==> config.mk <==
export PLATFORM = sky130hd
export DESIGN_NAME = instr_encoder
export DESIGN_NICKNAME = d
export VERILOG_FILES = /design/src/rtl/instr_encoder.sv
export SDC_FILE = /design/constraint.sdc
export NUM_CORES = 1
export LEC_CHECK = 0
export BUFFER_PORTS_ARGS = -buffer_cell sky130_fd_sc_hd__clkbuf_2
export CORE_MARGIN = 2
export CORE_UTILIZATION = 50
export CTS_BUF_LIST = sky130_fd_sc_hd__clkbuf_8
export DETAILED_ROUTE_END_ITERATION = 12
export GPL_ROUTABILITY_DRIVEN = 0
export PLACE_DENSITY = 0.74
export SLEW_MARGIN = 25
export SYNTH_ARGS = -nofsm -noshare
export SYNTH_HDL_FRONTEND = slang
export SYNTH_SLANG_ARGS = --single-unit
==> constraint.sdc <==
create_clock -name clk -period 2.4 [get_ports clk]
set_clock_uncertainty 0.05 [all_clocks]
set_input_delay 0.48 -clock clk [delete_from_list [all_inputs] [get_ports clk]]
set_output_delay 0.48 -clock clk [all_outputs]
set_load 0.02 [all_outputs]
==> src/rtl/instr_encoder.sv <==
`default_nettype none
// +--------------------------------------------------------------------------+
// | Module     : instr_encoder                                                |
// | Description: Accepts one instruction request per handshake, encodes it   |
// |              into a 32-bit ARM-style word and writes it to a 64-entry    |
// |              instruction memory at a write pointer that advances after  |
// |              every write. Illegal requests raise a one-cycle err pulse. |
// | Ports      : clk, reset            - clock, synchronous active-high rst  |
// |              in_valid/in_ready     - request handshake                   |
// |              cls,cmd,s,cond,rn,rd,rm,rs,imm12,off24 - request fields     |
// |              clear                 - restart program at address 0       |
// |              mem_we/mem_addr/mem_wdata - instruction-memory write port   |
// |              count/full/err/busy   - status                              |
// | Revision   : 1.0 - initial release                                       |
// +--------------------------------------------------------------------------+
module instr_encoder (
    input  logic        clk,
    input  logic        reset,
    input  logic        in_valid,
    output logic        in_ready,
    input  logic [2:0]  cls,
    input  logic [3:0]  cmd,
    input  logic        s,
    input  logic [3:0]  cond,
    input  logic [3:0]  rn,
    input  logic [3:0]  rd,
    input  logic [3:0]  rm,
    input  logic [3:0]  rs,
    input  logic [11:0] imm12,
    input  logic [23:0] off24,
    input  logic        clear,
    output logic        mem_we,
    output logic [5:0]  mem_addr,
    output logic [31:0] mem_wdata,
    output logic [6:0]  count,
    output logic        full,
    output logic        err,
    output logic        busy
);

    localparam logic [1:0] c_ST_IDLE   = 2'd0;
    localparam logic [1:0] c_ST_ENCODE = 2'd1;
    localparam logic [1:0] c_ST_WRITE  = 2'd2;

    localparam logic [2:0] c_CLS_DPR = 3'd0;
    localparam logic [2:0] c_CLS_DPI = 3'd1;
    localparam logic [2:0] c_CLS_MUL = 3'd2;
    localparam logic [2:0] c_CLS_LDR = 3'd3;
    localparam logic [2:0] c_CLS_STR = 3'd4;
    localparam logic [2:0] c_CLS_B   = 3'd5;

    localparam logic [3:0] c_OP_AND = 4'b0000;
    localparam logic [3:0] c_OP_SUB = 4'b0010;
    localparam logic [3:0] c_OP_ADD = 4'b0100;
    localparam logic [3:0] c_OP_CMP = 4'b1010;
    localparam logic [3:0] c_OP_ORR = 4'b1100;
    localparam logic [3:0] c_OP_MOV = 4'b1101;

    logic [1:0]  r_state;
    logic [1:0]  w_state_nxt;

    // Captured request fields
    logic [2:0]  r_cls;
    logic [3:0]  r_cmd;
    logic        r_s;
    logic [3:0]  r_cond;
    logic [3:0]  r_rn;
    logic [3:0]  r_rd;
    logic [3:0]  r_rm;
    logic [3:0]  r_rs;
    logic [11:0] r_imm12;
    logic [23:0] r_off24;

    logic [5:0]  r_ptr;
    logic [6:0]  r_count;
    logic        r_full;
    logic [5:0]  r_mem_addr;
    logic [31:0] r_mem_wdata;

    logic        w_handshake;
    logic        w_cmd_ok;
    logic        w_is_cmp;
    logic        w_is_mov;
    logic        w_legal;
    logic [31:0] w_word;

    assign w_handshake = in_valid && in_ready;

    // ------------------------------------------------------------------
    // FSM: state register
    // ------------------------------------------------------------------
    always_ff @(posedge clk) begin
        if (reset) begin
            r_state <= c_ST_IDLE;
        end else begin
            r_state <= w_state_nxt;
        end
    end

    // ------------------------------------------------------------------
    // FSM: next-state logic
    // ------------------------------------------------------------------
    always_comb begin
        w_state_nxt = r_state;
        case (r_state)
            c_ST_IDLE:   if (w_handshake) w_state_nxt = c_ST_ENCODE;
            c_ST_ENCODE: w_state_nxt = w_legal ? c_ST_WRITE : c_ST_IDLE;
            c_ST_WRITE:  w_state_nxt = c_ST_IDLE;
            default:     w_state_nxt = c_ST_IDLE;
        endcase
    end

    // ------------------------------------------------------------------
    // FSM: outputs
    // ------------------------------------------------------------------
    always_comb begin
        in_ready = (r_state == c_ST_IDLE) && !r_full && !clear;
        mem_we   = (r_state == c_ST_WRITE);
        err      = (r_state == c_ST_ENCODE) && !w_legal;
        busy     = (r_state != c_ST_IDLE);
    end

    // ------------------------------------------------------------------
    // Encoder
    // ------------------------------------------------------------------
    always_comb begin
        w_cmd_ok = (r_cmd == c_OP_AND) || (r_cmd == c_OP_SUB) ||
                   (r_cmd == c_OP_ADD) || (r_cmd == c_OP_CMP) ||
                   (r_cmd == c_OP_ORR) || (r_cmd == c_OP_MOV);
        w_is_cmp = (r_cmd == c_OP_CMP);
        w_is_mov = (r_cmd == c_OP_MOV);
    end

    always_comb begin
        w_legal = 1'b0;
        w_word  = 32'h0000_0000;
        case (r_cls)
            c_CLS_DPR, c_CLS_DPI: begin
                w_legal = w_cmd_ok;
                // CMP always sets flags and has no destination; MOV has no Rn.
                w_word  = {r_cond, 2'b00, (r_cls == c_CLS_DPI), r_cmd,
                           (r_s | w_is_cmp),
                           (w_is_mov ? 4'h0 : r_rn),
                           (w_is_cmp ? 4'h0 : r_rd),
                           ((r_cls == c_CLS_DPI) ? r_imm12 : {8'h00, r_rm})};
            end
            c_CLS_MUL: begin
                w_legal = 1'b1;
                w_word  = {r_cond, 7'b0000000, r_s, r_rd, 4'b0000, r_rs,
                           4'b1001, r_rm};
            end
            c_CLS_LDR, c_CLS_STR: begin
                w_legal = 1'b1;
                w_word  = {r_cond, 2'b01, 5'b01100, (r_cls == c_CLS_LDR),
                           r_rn, r_rd, r_imm12};
            end
            c_CLS_B: begin
                w_legal = 1'b1;
                w_word  = {r_cond, 4'b1010, r_off24};
            end
            default: begin
                w_legal = 1'b0;
                w_word  = 32'h0000_0000;
            end
        endcase
    end

    // ------------------------------------------------------------------
    // Request capture
    // ------------------------------------------------------------------
    always_ff @(posedge clk) begin
        if (reset) begin
            r_cls   <= 3'd0;
            r_cmd   <= 4'd0;
            r_s     <= 1'b0;
            r_cond  <= 4'd0;
            r_rn    <= 4'd0;
            r_rd    <= 4'd0;
            r_rm    <= 4'd0;
            r_rs    <= 4'd0;
            r_imm12 <= 12'd0;
            r_off24 <= 24'd0;
        end else if (w_handshake) begin
            r_cls   <= cls;
            r_cmd   <= cmd;
            r_s     <= s;
            r_cond  <= cond;
            r_rn    <= rn;
            r_rd    <= rd;
            r_rm    <= rm;
            r_rs    <= rs;
            r_imm12 <= imm12;
            r_off24 <= off24;
        end
    end

    // ------------------------------------------------------------------
    // Memory port registers: loaded only when a legal word leaves ENCODE,
    // so address and data hold between writes.
    // ------------------------------------------------------------------
    always_ff @(posedge clk) begin
        if (reset) begin
            r_mem_addr  <= 6'd0;
            r_mem_wdata <= 32'h0000_0000;
        end else if ((r_state == c_ST_ENCODE) && w_legal) begin
            r_mem_addr  <= r_ptr;
            r_mem_wdata <= w_word;
        end
    end

    // ------------------------------------------------------------------
    // Write pointer, count and full flag. Clear is only looked at in IDLE,
    // so a write already in flight always completes and is counted.
    // ------------------------------------------------------------------
    always_ff @(posedge clk) begin
        if (reset) begin
            r_ptr   <= 6'd0;
            r_count <= 7'd0;
            r_full  <= 1'b0;
        end else if ((r_state == c_ST_IDLE) && clear) begin
            r_ptr   <= 6'd0;
            r_count <= 7'd0;
            r_full  <= 1'b0;
        end else if (r_state == c_ST_WRITE) begin
            // Pointer saturates at 63 rather than wrapping; full then blocks input.
            if (r_ptr != 6'd63) begin
                r_ptr <= r_ptr + 6'd1;
            end
            r_count <= r_count + 7'd1;
            r_full  <= (r_count == 7'd63);
        end
    end

    assign mem_addr  = r_mem_addr;
    assign mem_wdata = r_mem_wdata;
    assign count     = r_count;
    assign full      = r_full;

endmodule
`default_nettype wire

==> flow_summary.toml <==
[floorplan]
die_y_um = 103
fp-row-count = 36
start_util_pct = 50.9
core_area_um2 = 9680
num_io_pins = 118
die-width_um = 103
dieArea_um2 = 10700

[logic_synthesis]
yosys.area.top_type = "dfxtp_1"
synth_area_per_cell_um2 = 8.02
synth_cell_type_count = 41
synth_top_area_share_pct = 48.0
yosys.cell_count.top_type = "nand2_1"
synth_area_um2 = 4930
synth_ff_type = "dfxtp_1"
synthTopCellsByArea = "dfxtp_1 48%, nand2_1 13%, a21oi_1 10%"
ys_seq_area_share_pct = 48.0
ys_ff_latch = 118
yosysWarnings = 0
synthTopCellsByCount = "173 x nand2_1, 118 x dfxtp_1, 101 x a21oi_1"
synth_edf_count = 0
syn-num-nets = 687
async_reset_ff_share_pct = 0
postSynthCellCount = 614

[setup_path]
reg2reg_depth = 6
crit_fanout = 3
crit_chain = "inv_2 -> ha_4 -> and4b_1 -> a311oi_4 -> nor2_2 -> nor2_2 -> buf_6"
critPathLaunchType = "flop"
reg2reg_to = "mem_wdata[26]$_SDFFE_PP0P_"
r2r_start = "r_cmd[1]$_SDFFE_PP0P_"
worst-path-buf-inv = 2
arrival_ns = 1.77
reg2reg_slack_ns = 0.16
cpMostUsedCell = "nor2_2"
critPathKind = "reg -> out"
cpLargestDelayFamily = "simple AND/OR/NAND/NOR gates"
cp-end-kind = "output port"
crit_required_ns = 1.87
max_stage_delay_ns = 0.33
cpMaxStageDelayCell = "dfxtp_2"

[place]
port_buffers = 117
dpl.hpwl_um = 8770
dp_slack_ns = 0.328
place_inst = 835

[status]
status = "finished, final reports clean"

[global_route]
grt_pass1_vias = 4160
grt_overflow_total = 0
grt_pass1_wl_um = 19500
track_usage_pct = 23.8
antenna_found_initial = 0
grt_max_degree = 66

[timing]
finalWorstSetupSlack_ns = 0.101
tightest_slew_ns = 0.689
rsz0062_at_grt = "false"
slew_viol_final = 0
setup_viol_count_final = 0
period_needed_ns = 2.30
period_share_pct = 95.8
fmax_mhz = 435
fin_tns_setup_ns = 0
final_hold_viol_count = 0
maxSlewHeadroom_pct = 53.6

[power]
p_leak_uw = 0.00238
p_clk_share_pct = 43.3
power_frac_seq_pct = 47.6
p_switching_uw = 1040
powerDensity_nw_per_um2 = 716
max-vdd-ir-drop_mv = 0.367
switching_share_pct = 24.0
comb_power_share_pct = 9.1
cellInternalPower_uw = 3310

[detailed_routing]
dr.pass1.iters = 5
wirelength_um = 12400
vias = 4663
drcViolationCount = 0
ant_nets = 0
drt_iter0_drc = 238
wl_per_cell_um = 14.3
vias_per_cell = 5.38

[clocking]
cts_tree = "built"
ctsRootBufferMaster = "clkbuf_8"
clockBufferDepth = 2
ctsHoldBuffers = 0
clock-sinks = 118
clkTransAtPathRegs_ns = 0.07
cts_buffers = 17
insertion_delay_ns = 0.43
h-tree-depth = 4

[final_layout]
nets = 795
drive_gt1_share_pct = 23.7
fill_cells = 865
syn_to_final_growth_pct = 23.4
layoutNonFillerInstCount = 866
n_antenna_cell = 0

[min_path]
min_to = "r_rs[3]$_SDFFE_PP0P_"
hp-class = "in -> reg"
min_path_cells = 3
min_from = "rs[3]"

[flow_run]
maxCapViolCount = 0
## flip-flops by register name, indices dropped and copies added, names as in the netlist
name and cells:
r_imm12 12, mem_addr 6, r_cls 3, full 1
r_cond 4, count 7, r_off24 24, r_state 2
r_cmd 4, r_rm 4, r_rn 4, r_ptr 6
r_s 1, r_rs 4, r_rd 4, mem_wdata 32
## power by group through the flow
stage / Clock (uW) / Sequential (uW) / Combinational, uW
floorplan: 0 / 2100 / 242
global placement: 0 / 2110 / 371
detailed placement: 0 / 2110 / 379
CTS: 1920 / 2070 / 392
global route: 2000 / 2080 / 440
finish: 1880 / 2070 / 397
## worst register-to-register path, stage by stage (launching register included)
cell and delay (ns):
dfxtp_1 0.44, mux2i_1 0.33, a311oi_4 0.14, buf_4 0.16, or3_1 0.50, or3_1 0.41
a21oi_2 0.14
## area by class of cell
class	count	area, um2	area share, %
Inverter	9	33.8	0.556
Sequential cell	118	2370	38.9
Clock inverter	12	164	2.70
Tap cell	133	166	2.74
Timing Repair Buffer	133	716	11.8
Clock buffer	18	248	4.08
Multi-Input combinational cell	443	2380	39.2
## cell usage in the layout (no fill, tap or decap), drive strengths merged, types with 7 or more instances in the layout
cell / synthesis / layout
nand3: 10 / 10
o2bb2ai: 10 / 10
nor3: 7 / 7
o22ai: 14 / 14
mux2i: 22 / 22
nand2: 173 / 173
o21ai: 10 / 10
clkbuf: 28 / 133
dfxtp: 118 / 118
a21oi: 102 / 102
buf: 16 / 18
nor2: 26 / 26
xor2: 7 / 7
inv: 8 / 11
## through the flow
step	hold WS (ns)	cell area [um2]	utilization (%)	power [uW]
after detailed placement	0.397	5620	58.0	2490
after global placement	0.393	5620	58.0	2480
after floorplan	0.383	4930	-	2340
after CTS	0.192	6060	62.6	4380
after global routing	0.196	6080	62.8	4520
final	0.211	6080	62.8	4350
## per-layer routing
| layer | share of wire, % | global-route usage [%] |
|---|---|---|
| met1 | 45 | 31.0 |
| met2 | 46 | 37.9 |
| met3 | 6.3 | 6.25 |
| met4 | 2.2 | 9.62 |
| met5 | 0 | 0 |
## worst max-delay path by stage
stage,cells past startpoint,startpoint,to
finish,7,r_cls[2]$_SDFFE_PP0P_,err
global route,7,r_cls[1]$_SDFFE_PP0P_,err
CTS,7,r_cls[2]$_SDFFE_PP0P_,err
detailed placement,6,clear,r_off24[8]$_SDFFE_PP0P_
global placement,7,r_cls[1]$_SDFFE_PP0P_,err
floorplan,7,r_cls[1]$_SDFFE_PP0P_,err
## what timing repair did
item | 4_1_cts | 5_1_grt
setup buffers | 1 | 0
endpoints found under the setup margin | 1 | 1
cloned | 0 | 0
gates resized for setup | 7 | 7
pin swaps | 2 | 0
## kinds of logic after synthesis
group           after synthesis  synth area share (%)
fa+ha+maj                     5                  1.27
mux                          22                  4.47
compound gates              160                  19.0
xor+xnor                      9                  1.60
buf+inv                      53                  4.42
flops                       118                  48.0
simple gates                247                  21.2
(Power assumes the default switching activity.)
